--- config.mk ---
export PLATFORM = sky130hd
export DESIGN_NAME = bp_commit_queue
export DESIGN_NICKNAME = d
export VERILOG_FILES = /design/src/rtl/bp_commit_queue.sv
export SDC_FILE = /design/constraint.sdc
export NUM_CORES = 1
export LEC_CHECK = 0
export CAP_MARGIN = 20
export CORE_MARGIN = 3
export CORE_UTILIZATION = 40
export CTS_CLUSTER_SIZE = 28
export DETAILED_ROUTE_END_ITERATION = 10
export PLACE_DENSITY_LB_ADDON = 0.3
export RECOVER_POWER = 50
export REMOVE_ABC_BUFFERS = 1
export SETUP_SLACK_MARGIN = 0.2
export SLEW_MARGIN = 20
export SYNTH_ARGS = -nofsm -noshare
export SYNTH_HDL_FRONTEND = slang
export SYNTH_SLANG_ARGS = --single-unit
--- constraint.sdc ---
create_clock -name clk -period 8 [get_ports clk]
set_input_delay 1.6 -clock clk [delete_from_list [all_inputs] [get_ports clk]]
set_output_delay 1.6 -clock clk [all_outputs]
set_load 0.02 [all_outputs]
--- src/rtl/bp_commit_queue.sv ---
// bp_commit_queue: in-order queue between the branch predictor's predict
// port (at instruction queue) and its training port (at commit).
// Each predicted branch records its PC, prediction, GHR snapshot and
// perceptron sum. At ROB branch commit the oldest entry is popped. It then
// drives the training request, the mispredict pulse and the recovered GHR.
// Optional statistics counters are enabled with the macro BPQ_STATS_EN.
module bp_commit_queue #(
    parameter int unsigned DEPTH     = 16,
    parameter int unsigned GHR_WIDTH = 16,
    parameter int unsigned SUM_WIDTH = 8,
    parameter int unsigned THETA     = 8
) (
    input  logic                     clk,
    input  logic                     rst,
    input  logic                     alloc_valid,
    output logic                     alloc_ready,
    input  logic [31:0]              alloc_pc,
    input  logic                     alloc_pred,
    input  logic [GHR_WIDTH-1:0]     alloc_ghr,
    input  logic [SUM_WIDTH-1:0]     alloc_sum,
    input  logic                     commit_valid,
    input  logic                     commit_taken,
    input  logic                     flush,
    output logic                     train_valid,
    output logic [31:0]              train_pc,
    output logic                     train_taken,
    output logic [GHR_WIDTH-1:0]     train_ghr,
    output logic                     mispredict,
    output logic [GHR_WIDTH-1:0]     recover_ghr,
    output logic [$clog2(DEPTH):0]   count,
    output logic                     underflow_err
`ifdef BPQ_STATS_EN
    ,
    output logic [31:0]              stat_branches,
    output logic [31:0]              stat_mispredicts
`endif
);

    localparam int unsigned PW = $clog2(DEPTH);
    localparam logic [PW:0] PTR_ONE = {{PW{1'b0}}, 1'b1};
    localparam logic [SUM_WIDTH-1:0] SUM_MIN = {1'b1, {(SUM_WIDTH-1){1'b0}}};
    localparam logic [SUM_WIDTH-1:0] SUM_MAX = {1'b0, {(SUM_WIDTH-1){1'b1}}};

    // Entry storage; contents need no reset.
    logic [31:0]          pc_mem   [DEPTH];
    logic                 pred_mem [DEPTH];
    logic [GHR_WIDTH-1:0] ghr_mem  [DEPTH];
    logic [SUM_WIDTH-1:0] sum_mem  [DEPTH];

    logic [PW:0]          rd_ptr_q, rd_ptr_d;
    logic [PW:0]          wr_ptr_q, wr_ptr_d;
    logic                 train_valid_q, train_valid_d;
    logic [31:0]          train_pc_q, train_pc_d;
    logic                 train_taken_q, train_taken_d;
    logic [GHR_WIDTH-1:0] train_ghr_q, train_ghr_d;
    logic                 mispredict_q, mispredict_d;
    logic [GHR_WIDTH-1:0] recover_ghr_q, recover_ghr_d;
    logic                 underflow_err_q, underflow_err_d;

    logic                 empty, full, do_alloc, do_pop, mis, train;
    logic [PW-1:0]        rd_idx, wr_idx;
    logic [31:0]          ent_pc;
    logic                 ent_pred;
    logic [GHR_WIDTH-1:0] ent_ghr;
    logic [SUM_WIDTH-1:0] ent_sum;
    logic [SUM_WIDTH-1:0] mag;

    assign rd_idx   = rd_ptr_q[PW-1:0];
    assign wr_idx   = wr_ptr_q[PW-1:0];
    assign ent_pc   = pc_mem[rd_idx];
    assign ent_pred = pred_mem[rd_idx];
    assign ent_ghr  = ghr_mem[rd_idx];
    assign ent_sum  = sum_mem[rd_idx];

    // Occupancy flags, handshake and commit decision for this cycle.
    always_comb begin
        empty    = (wr_ptr_q == rd_ptr_q);
        full     = (wr_idx == rd_idx) && (wr_ptr_q[PW] != rd_ptr_q[PW]);
        do_alloc = alloc_valid && !full;
        do_pop   = commit_valid && !empty;
        mis      = do_pop && (ent_pred != commit_taken);
        if (ent_sum == SUM_MIN) begin
            mag = SUM_MAX;
        end else if (ent_sum[SUM_WIDTH-1]) begin
            mag = SUM_WIDTH'(-ent_sum);
        end else begin
            mag = ent_sum;
        end
        train    = mis || (32'(mag) <= 32'(THETA));
    end

    // Next pointers and registered training/recovery outputs.
    always_comb begin
        rd_ptr_d        = do_pop   ? rd_ptr_q + PTR_ONE : rd_ptr_q;
        wr_ptr_d        = do_alloc ? wr_ptr_q + PTR_ONE : wr_ptr_q;
        // A mispredict or flush discards everything younger than the popped
        // entry, including any same-cycle allocation.
        if (mis || flush) begin
            wr_ptr_d = rd_ptr_d;
        end
        train_valid_d   = do_pop && train;
        mispredict_d    = mis;
        train_pc_d      = train_pc_q;
        train_taken_d   = train_taken_q;
        train_ghr_d     = train_ghr_q;
        recover_ghr_d   = recover_ghr_q;
        if (do_pop && train) begin
            train_pc_d    = ent_pc;
            train_taken_d = commit_taken;
            train_ghr_d   = ent_ghr;
        end
        if (mis) begin
            recover_ghr_d = {ent_ghr[GHR_WIDTH-2:0], commit_taken};
        end
        underflow_err_d = underflow_err_q || (commit_valid && empty);
    end

    // Control and output registers.
    always_ff @(posedge clk) begin
        if (rst) begin
            rd_ptr_q        <= '0;
            wr_ptr_q        <= '0;
            train_valid_q   <= 1'b0;
            train_pc_q      <= '0;
            train_taken_q   <= 1'b0;
            train_ghr_q     <= '0;
            mispredict_q    <= 1'b0;
            recover_ghr_q   <= '0;
            underflow_err_q <= 1'b0;
        end else begin
            rd_ptr_q        <= rd_ptr_d;
            wr_ptr_q        <= wr_ptr_d;
            train_valid_q   <= train_valid_d;
            train_pc_q      <= train_pc_d;
            train_taken_q   <= train_taken_d;
            train_ghr_q     <= train_ghr_d;
            mispredict_q    <= mispredict_d;
            recover_ghr_q   <= recover_ghr_d;
            underflow_err_q <= underflow_err_d;
        end
    end

    // Entry write on an accepted allocation.
    always_ff @(posedge clk) begin
        if (do_alloc) begin
            pc_mem[wr_idx]   <= alloc_pc;
            pred_mem[wr_idx] <= alloc_pred;
            ghr_mem[wr_idx]  <= alloc_ghr;
            sum_mem[wr_idx]  <= alloc_sum;
        end
    end

    assign alloc_ready   = !full;
    assign count         = wr_ptr_q - rd_ptr_q;
    assign train_valid   = train_valid_q;
    assign train_pc      = train_pc_q;
    assign train_taken   = train_taken_q;
    assign train_ghr     = train_ghr_q;
    assign mispredict    = mispredict_q;
    assign recover_ghr   = recover_ghr_q;
    assign underflow_err = underflow_err_q;

`ifdef BPQ_STATS_EN
    logic [31:0] stat_branches_q, stat_branches_d;
    logic [31:0] stat_mispredicts_q, stat_mispredicts_d;

    // Saturating commit and mispredict counters.
    always_comb begin
        stat_branches_d    = stat_branches_q;
        stat_mispredicts_d = stat_mispredicts_q;
        if (do_pop && (stat_branches_q != '1)) begin
            stat_branches_d = stat_branches_q + 32'd1;
        end
        if (mis && (stat_mispredicts_q != '1)) begin
            stat_mispredicts_d = stat_mispredicts_q + 32'd1;
        end
    end

    // Statistics registers.
    always_ff @(posedge clk) begin
        if (rst) begin
            stat_branches_q    <= '0;
            stat_mispredicts_q <= '0;
        end else begin
            stat_branches_q    <= stat_branches_d;
            stat_mispredicts_q <= stat_mispredicts_d;
        end
    end

    assign stat_branches    = stat_branches_q;
    assign stat_mispredicts = stat_mispredicts_q;
`endif

endmodule

==> results of run 1 <==
[per-layer routing]
metal / vias up / part of all wire (%) / track usage (%)
li1: 7369 / - / -
met1: 9169 / 42 / 21.7
met2: 450 / 50 / 28.2
met3: 153 / 4.9 / 3.20
met4: 6 / 2.5 / 4.89
met5: - / 0.051 / 0
[worst max-delay path: cells and delay by family, from the launching register on]
kind            cells  cell delay (ns)
compound gates      2             0.30
xor+xnor            1             0.18
fa+ha+maj           2             0.64
buf+inv             2             0.69
flops               1             1.78
[flip-flops by register name (all words and copies together), names as in the netlist]
register,count
pc_mem,512
pred_mem,16
rd_ptr_q,5
recover_ghr,16
ghr_mem,256
train_pc,32
mispredict,1
train_taken,1
underflow_err,1
sum_mem,128
train_valid,1
wr_ptr_q,5
train_ghr,16
[cell families (layout without fill, tap and decap cells)]
kind of cell | count (synthesis) | in the layout
xor+xnor | 16 | 16
buf+inv | 97 | 360
other cells | 0 | 4
simple gates | 181 | 181
compound gates | 34 | 34
flops | 990 | 990
mux | 351 | 351
fa+ha+maj | 11 | 11
[stage by stage]
step,TNS [ns],power [uW],setup WS (ns)
3_5_place_dp,0,9360,3.29
3_3_place_gp,0,9310,3.31
6_report,0,13800,2.14
5_1_grt,0,14400,1.69
4_1_cts,0,14100,3.14
2_1_floorplan,-5853.20,9260,-7.20
[layout by cell type, fill, tap and decap left out, types with 3 or more instances in the layout]
cell type and n:
a211oi_1 3, a21oi_1 7, a22oi_1 7, buf_12 5, buf_4 28, bufinv_16 14, clkbuf_1 27, clkbuf_16 101
clkbuf_8 5, clkdlybuf4s50_1 10, clkinv_1 17, clkinv_2 8, clkinv_4 3, dfxtp_1 76, diode_2 4, dlygate4sd3_1 125
edfxtp_1 912, ha_1 10, inv_1 8, inv_6 4, mux2_1 3, mux2i_1 70, mux4_1 3, mux4_2 273
nand2_1 16, nand2b_1 102, nand4_1 3, nor2_1 33, nor2_4 12, nor2b_1 5, nor3_2 4, o21ai_1 3
xnor2_1 10, xor2_1 6
[layout make-up]
type                    instances  area [um2]  area share [%]
well taps                    1254        1570            3.55
flip-flops and latches        990       29000            65.5
clock inverters                48         613            1.39
inverters                       9        36.3          0.0821
repair buffers                170        1700            3.85
clock buffers                 133        2700            6.10
multi-input cells             593        8630            19.5
diodes                          4        10.0          0.0226
[worst paths after layout]
kind | start | to | slack [ns] | cells after the start
max | rd_ptr_q[0] | count[4] | 2.14 | 7
min | train_ghr[8] | train_ghr[8] | 0.47 | 2
max reg2reg | rd_ptr_q[0] | pc_mem[12][20] | 2.46 | 7
min reg2reg | train_ghr[8] | train_ghr[8] | 0.47 | 2
[where the power goes]
group	internal, uW	total [uW]	switching, uW	leakage, uW
logic	1390	2850	1460	0.00357
registers	6070	6260	191	0.00888
clock network	2820	4700	1890	0.00161
total	10300	13800	3530	0.0140
==> impl_metrics.toml, run 1 <==
[die]
die-area_mm2 = 0.0986
initial_utilization_pct = 40.5
die_y_um = 314
core-area_mm2 = 0.0937
pin_count = 137
rows = 112
fp.dieW_um = 314

[synth]
muxShareOfSynthArea_pct = 18.4
synth_top_flop_cell = "edfxtp_1"
synth_xor_area_share_pct = 0.369
synthArstFlopShare_pct = 0
synth_edf_count = 912
synth_area_leader_cell = "edfxtp_1"
ys_seq_area_share_pct = 76.3
synth_most_common_cell = "edfxtp_1"
ys_warn_count = 0
netlist.area_leader.share_pct = 72.1
yosys.area_share.simple_pct = 2.60
synthAdderAreaFrac_pct = 0.382
synthCells = 1680
synth_compound_area_share_pct = 0.695
avgSynthCellArea_um2 = 22.6
synth_seq_cells = 990
syn_area_mm2 = 0.0380
synth_commonest_cells = "edfxtp_1 (912), mux4_2 (273), nand2b_1 (102), dfxtp_1 (78), mux2i_1 (70)"
synth_top_family_by_area = "multiplexers"
synth_cell_types = 45
synth_area_leaders = "edfxtp_1 (72%), mux4_2 (16%), dfxtp_1 (4.1%)"

[clock_network]
clk_latency_ns = 0.66
clkTransAtPathRegs_ns = 0.06
cts_buffers = 100
post-cts-setup-buffers = 0
h-tree-depth = 3
ctsHoldBuffers = 0
cts_tree = "yes"
cts.repair.resized = 0
max-clock-path-buffers = 3
ctsRootBufferMaster = "clkbuf_16"
cts_sinks = 990

[routing]
firstDrtPassIters = 5
drt-total-wl_mm = 80.7
antenna_left = 0
wire_per_inst_um = 25.2
drc = 0
routed_via_density = 5.36
vias = 17100
drt_iter0_drc = 1544

[critical_path]
path_max_fanout = 31
critPathRequiredTime_ns = 6.40
slowest_delay_ns = 1.78
crit_chain = "ha_1, fa_1, inv_1, a21o_1, a21oi_1, xor2_1, clkdlybuf4s50_1"
crit_path_start_kind = "flip-flop"
end_kind = "output port"
slowest_stage = "dfxtp_1"
critPathKind = "flip-flop to output port"
arrival_ns = 4.26

[global_route]
grt_max_degree = 127
grt_overflow = 0
grt_pass1_wl_mm = 120
grt_pass1_vias = 18700
antenna_found_initial = 18
grtUsageTotal_pct = 16.6

[placed_design]
io_buffers = 136
place_inst = 3015
place_area_mm2 = 0.0409
gp_congestion = 0.771
dpl.hpwl_mm = 42.9

[sta]
maxSlewViolCount = 31
finalSetupViolations = 0
finalHoldViolCount = 0
tightest_slew_ns = 2.16
whs_ns = 0.471
fin_crit_ns = 5.86
fmax_ghz = 0.171
slew-limit-headroom_pct = -43.9
fin_crit_sh_pct = 73.3
final.setup_skew_ns = 0.0197
rsz0062_at_grt = "false"

[status]
status = "finished with violations"
violations = "capacitance limit, slew limit"

[finish]
syn2layout_area_growth_pct = 16.5
layout-drive-gt1-share_pct = 24.2
design_area_mm2 = 0.0442
fin_util_pct = 47.2
fillers = 7598
final_cells = 3201
fin_nets = 1938

[pwr]
pwr_density_cell_mw_per_mm2 = 312
power_leakage_uw = 0.0140
ir_drop_mv = 0.179

[min_path]
hp-class = "flip-flop to flip-flop"

[run]
cap_violations = 2
Note: power is estimated with default switching activity, not from simulation.
==> inputs of run 2 (changes only) <==
Clock period 8 ns to 5.2 ns, I/O delays scaled along.
==> impl_metrics.toml, run 2 (synthesized netlist as in run 1, its figures left out) <==
[clock_network]
cts_sinks = 990
cts_buffers = 101
cts_tree = "yes"
post-cts-setup-buffers = 0
clk_latency_ns = 0.65
clkTransAtPathRegs_ns = 0.06
ctsRootBufferMaster = "clkbuf_16"
h-tree-depth = 3
max-clock-path-buffers = 3
cts.repair.resized = 0
ctsHoldBuffers = 0

[sta]
tightest_slew_ns = 1.46
finalHoldViolCount = 0
fmax_ghz = 0.232
slew-limit-headroom_pct = 2.44
fin_crit_sh_pct = 82.9
rsz0062_at_grt = "false"
final.setup.tns_ns = 0
maxSlewViolCount = 0
fin_ws_ns = 0.887
fin_crit_ns = 4.31
finalSetupViolations = 0
final.setup_skew_ns = 0.0270

[finish]
final_common_cell = "edfxtp_1"
regArea_mm2 = 0.0290
fillers = 7577
fin_nets = 1953
design_area_mm2 = 0.0444
top_register = "pc_mem"
final_cells = 3223
largestRegisters = "pc_mem: 512 flops, ghr_mem: 256 flops, sum_mem: 128 flops"
layout-drive-gt1-share_pct = 25.1
largest_register_ffs = 512
multi_input_area_mm2 = 0.00863
syn2layout_area_growth_pct = 16.8
most-common-layout-cells = "edfxtp_1 (912), mux4_2 (273), dlygate4sd3_1 (125)"

[critical_path]
r2r_cells = 8
endpoint = "count[4]"
startpoint = "rd_ptr_q[2]"
r2r_setup_slack_ns = 1.01
critPathRequiredTime_ns = 4.16
end_kind = "output port"
path_max_fanout = 36
critPathKind = "flip-flop to output port"
crit_path_start_kind = "flip-flop"
r2r_start = "rd_ptr_q[2]"
arrival_ns = 3.27
regToRegEndpoint = "pc_mem[14][30]"

[pwr]
pwr_density_cell_mw_per_mm2 = 475
ir_drop_mv = 0.320
power_leakage_uw = 0.0141
power_uw = 21100

[routing]
vias = 17400
routed_via_density = 5.41
drt-total-wl_mm = 84.2
drc = 0
firstDrtPassIters = 5
antenna_left = 0
drt_iter0_drc = 1537
wire_per_inst_um = 26.1

[die]
core-area_mm2 = 0.0937
pin_count = 137
die_y_um = 314
rows = 112
die-area_mm2 = 0.0986
fp.dieW_um = 314
initial_utilization_pct = 40.5

[status]
status = "finished, final reports clean"

[placed_design]
dpl.hpwl_mm = 44.2
place_inst = 3030
place_area_mm2 = 0.0411
post-place-ws_ns = 1.18
gp_congestion = 0.719
io_buffers = 136

[global_route]
grt_pass1_wl_mm = 125
grt_max_degree = 117
grtUsageTotal_pct = 17.2
antenna_found_initial = 22
grt_overflow = 0
grt_pass1_vias = 18500

[run]
cap_violations = 0

[min_path]
min_from = "train_ghr[1]"
hp-class = "flip-flop to flip-flop"
run 2: cell count changes in the layout (fill, tap and decap cells not counted), sizes merged, moves of 2 or more:
cell / previous run / this run
clkbuf: 133 / 151
buf: 35 / 49
bufinv: 14 / 4
inv: 14 / 10
clkinv: 28 / 30
run 2: final cells by class:
cell class | instances | share of cell area (%)
flip-flops and latches | 990 | 65.3
multi-input cells | 593 | 19.5
clock buffers | 151 | 6.51
repair buffers | 184 | 4.36
well taps | 1254 | 3.54
clock inverters | 37 | 0.736
inverters | 9 | 0.0818
diodes | 5 | 0.0282
run 2: layer usage:
metal	vias up	global-route usage (%)	wire, um
met5	-	0	46
met4	8	4.32	1900
met3	144	3.00	4410
met2	520	29.5	43200
met1	9370	23.0	34600
li1	7391	-	-
run 2: how the worst min path moves through the flow:
stage                         to  slack (ns)  cells after the start
global placement     train_pc[2]        0.46                      2
global route        train_ghr[5]        0.49                      2
CTS                 train_pc[18]        0.48                      2
floorplan            rd_ptr_q[4]        0.52                      2
detailed placement  train_pc[12]        0.47                      2
finish              train_ghr[1]        0.47                      2
run 2: through the flow:
stage | utilization [%] | hold slack [ns]
2_1_floorplan | - | 0.523
3_3_place_gp | 43.9 | 0.461
3_5_place_dp | 43.9 | 0.468
4_1_cts | 47.3 | 0.481
5_1_grt | 47.3 | 0.487
6_report | 47.3 | 0.472
run 2: worst max-delay path: stages, from the launching register on:
cell and delay [ns]:
dfxtp_4 0.76, inv_1 0.23, ha_1 0.41, a21o_1 0.20, a21oi_1 0.18, xor2_1 0.17
clkdlybuf4s50_1 0.67
run 2: power breakdown:
| part | total, uW | switching (uW) | internal, uW |
|---|---|---|---|
| Combinational | 4480 | 2320 | 2160 |
| Sequential | 9640 | 299 | 9340 |
| Clock | 6950 | 2910 | 4040 |
| Total | 21100 | 5530 | 15500 |
==> inputs of run 3 (changes only) <==
Clock period 5.2 ns to 4.1 ns, I/O delays scaled along.
==> impl_metrics.toml, run 3 (synthesized netlist as in run 1, its figures left out) <==
[critical_path]
r2r_setup_slack_ns = 0.62
slowest_stage = "clkdlybuf4s50_1"
r2r_start = "rd_ptr_q[2]"
critPathRequiredTime_ns = 3.28
r2r_cells = 10
path_max_fanout = 17
crit_path_start_kind = "flip-flop"
critPathBufInv = 2
critPathKind = "flip-flop to output port"
cp_top_family = "buffers and inverters"
slowest_delay_ns = 0.63
end_kind = "output port"
crit_chain = "ha_1, fa_1, inv_1, a21o_1, a21oi_1, xor2_1, clkdlybuf4s50_1"
arrival_ns = 2.90
regToRegEndpoint = "train_ghr[10]"

[placed_design]
gp_congestion = 0.757
place_area_mm2 = 0.0413
io_buffers = 136
place_inst = 3034
post-place-ws_ns = 0.589
dpl.hpwl_mm = 43.6

[sta]
fin_crit_ns = 3.72
fin_crit_sh_pct = 90.7
rsz0062_at_grt = "false"
fmax_ghz = 0.269
slew-limit-headroom_pct = 35.9
finalSetupViolations = 0
finalHoldViolCount = 0
fin_ws_ns = 0.382
maxSlewViolCount = 0
final.setup_skew_ns = 0.0209
tightest_slew_ns = 0.951

[clock_network]
clk_latency_ns = 0.64
cts_tree = "yes"
clkTransAtPathRegs_ns = 0.06
cts_sinks = 990
max-clock-path-buffers = 3
ctsRootBufferMaster = "clkbuf_16"
ctsHoldBuffers = 0
cts_buffers = 99
h-tree-depth = 3

[finish]
final_cells = 3223
design_area_mm2 = 0.0447
largestRegisters = "pc_mem: 512 flops, ghr_mem: 256 flops, sum_mem: 128 flops"
fin_nets = 1959
most-common-layout-cells = "edfxtp_1 (912), mux4_2 (273), dlygate4sd3_1 (125)"
syn2layout_area_growth_pct = 17.7
final_common_cell = "edfxtp_1"
largest_register_ffs = 512
top_register = "pc_mem"
layout-drive-gt1-share_pct = 25.4

[pwr]
power_leakage_uw = 0.0143
p_int_uw = 20200
pwr_density_cell_mw_per_mm2 = 607
switchingPower_uw = 6950
pwr-share-comb_pct = 21.3
pwr-share-clk_pct = 33.8
ir_drop_mv = 0.402
sw_frac_of_total_pct = 25.6
seq_power_share_pct = 44.9

[global_route]
grt_overflow = 0
grt_max_degree = 65
grt_pass1_vias = 18500
antenna_found_initial = 25
grt_pass1_wl_mm = 126
grtUsageTotal_pct = 17.4

[routing]
firstDrtPassIters = 5
drc = 0
wire_per_inst_um = 26.4
antenna_left = 0
vias = 17500
drt_iter0_drc = 1533
routed_via_density = 5.41
drt-total-wl_mm = 85.1

[run]
cap_violations = 0

[die]
fp.dieW_um = 314
rows = 112
initial_utilization_pct = 40.5
pin_count = 137
core-area_mm2 = 0.0937
die-area_mm2 = 0.0986
die_y_um = 314

[min_path]
hp-class = "flip-flop to flip-flop"
worstHoldPathCells = 2
hold_end = "train_ghr[4]"
min_from = "train_ghr[4]"

[status]
status = "finished, final reports clean"
-- run 3: cell types whose count changed in the layout (fill, tap and decap cells not counted), sizes merged --
cell	previous run	this run
clkinv	30	33
clkbuf	151	134
bufinv	4	14
clkinvlp	2	1
buf	49	56
diode	5	3
-- run 3: what timing repair did --
item                       CTS  global route
buffers inserted             0             4
setup endpoints to repair    0             1
resized for setup            0             0
-- run 3: stage by stage --
step                      TNS (ns)  util (%)  total power (uW)  hold slack, ns
final                            0      47.6             27100           0.469
after global routing             0      47.6             28200           0.500
after CTS                        0      47.6             27600           0.477
after detailed placement         0      44.1             18400           0.466
after global placement           0      44.1             18300           0.462
after floorplan           -9732.92         -             15600           0.523
-- run 3: metal layers --
metal | global-route usage (%) | wire, um
met4 | 4.31 | 1890
met2 | 30.1 | 44100
met5 | 0 | 57
met3 | 3.01 | 4550
met1 | 23.0 | 34500
-- run 3: cell type report --
type	instances	area, um2
fillers	7518	49100
clock buffers	133	2730
clock inverters	49	599
repair buffers	192	2140
inverters	9	36.3
flip-flops and latches	990	29000
multi-input cells	593	8630
diodes	3	7.51
well taps	1254	1570
-- run 3: worst max path at each step --
stage                     to         from  slack, ns  cells after the start
2_1_floorplan  ghr_mem[3][0]  rd_ptr_q[0]     -11.10                      6
3_3_place_gp    train_ghr[5]  rd_ptr_q[2]       0.58                      9
3_5_place_dp   train_ghr[12]  rd_ptr_q[2]       0.59                      9
4_1_cts             count[4]  rd_ptr_q[2]       0.20                      6
5_1_grt             count[4]  rd_ptr_q[0]       0.21                      7
6_report            count[4]  rd_ptr_q[0]       0.38                      7
-- run 3: worst min-delay path: stages (launching register included) --
cell,delay [ns]
dfxtp_1,0.30
nand2b_1,0.06
mux2i_1,0.06
-- run 3: power by group through the flow --
| stage | sequential, uW | clock (uW) | combinational [uW] |
|---|---|---|---|
| global route | 12300 | 9750 | 6190 |
| CTS | 12200 | 9360 | 6010 |
| finish | 12200 | 9160 | 5760 |
| detailed placement | 12400 | 0 | 5990 |
| floorplan | 12700 | 0 | 2930 |
| global placement | 12400 | 0 | 5920 |
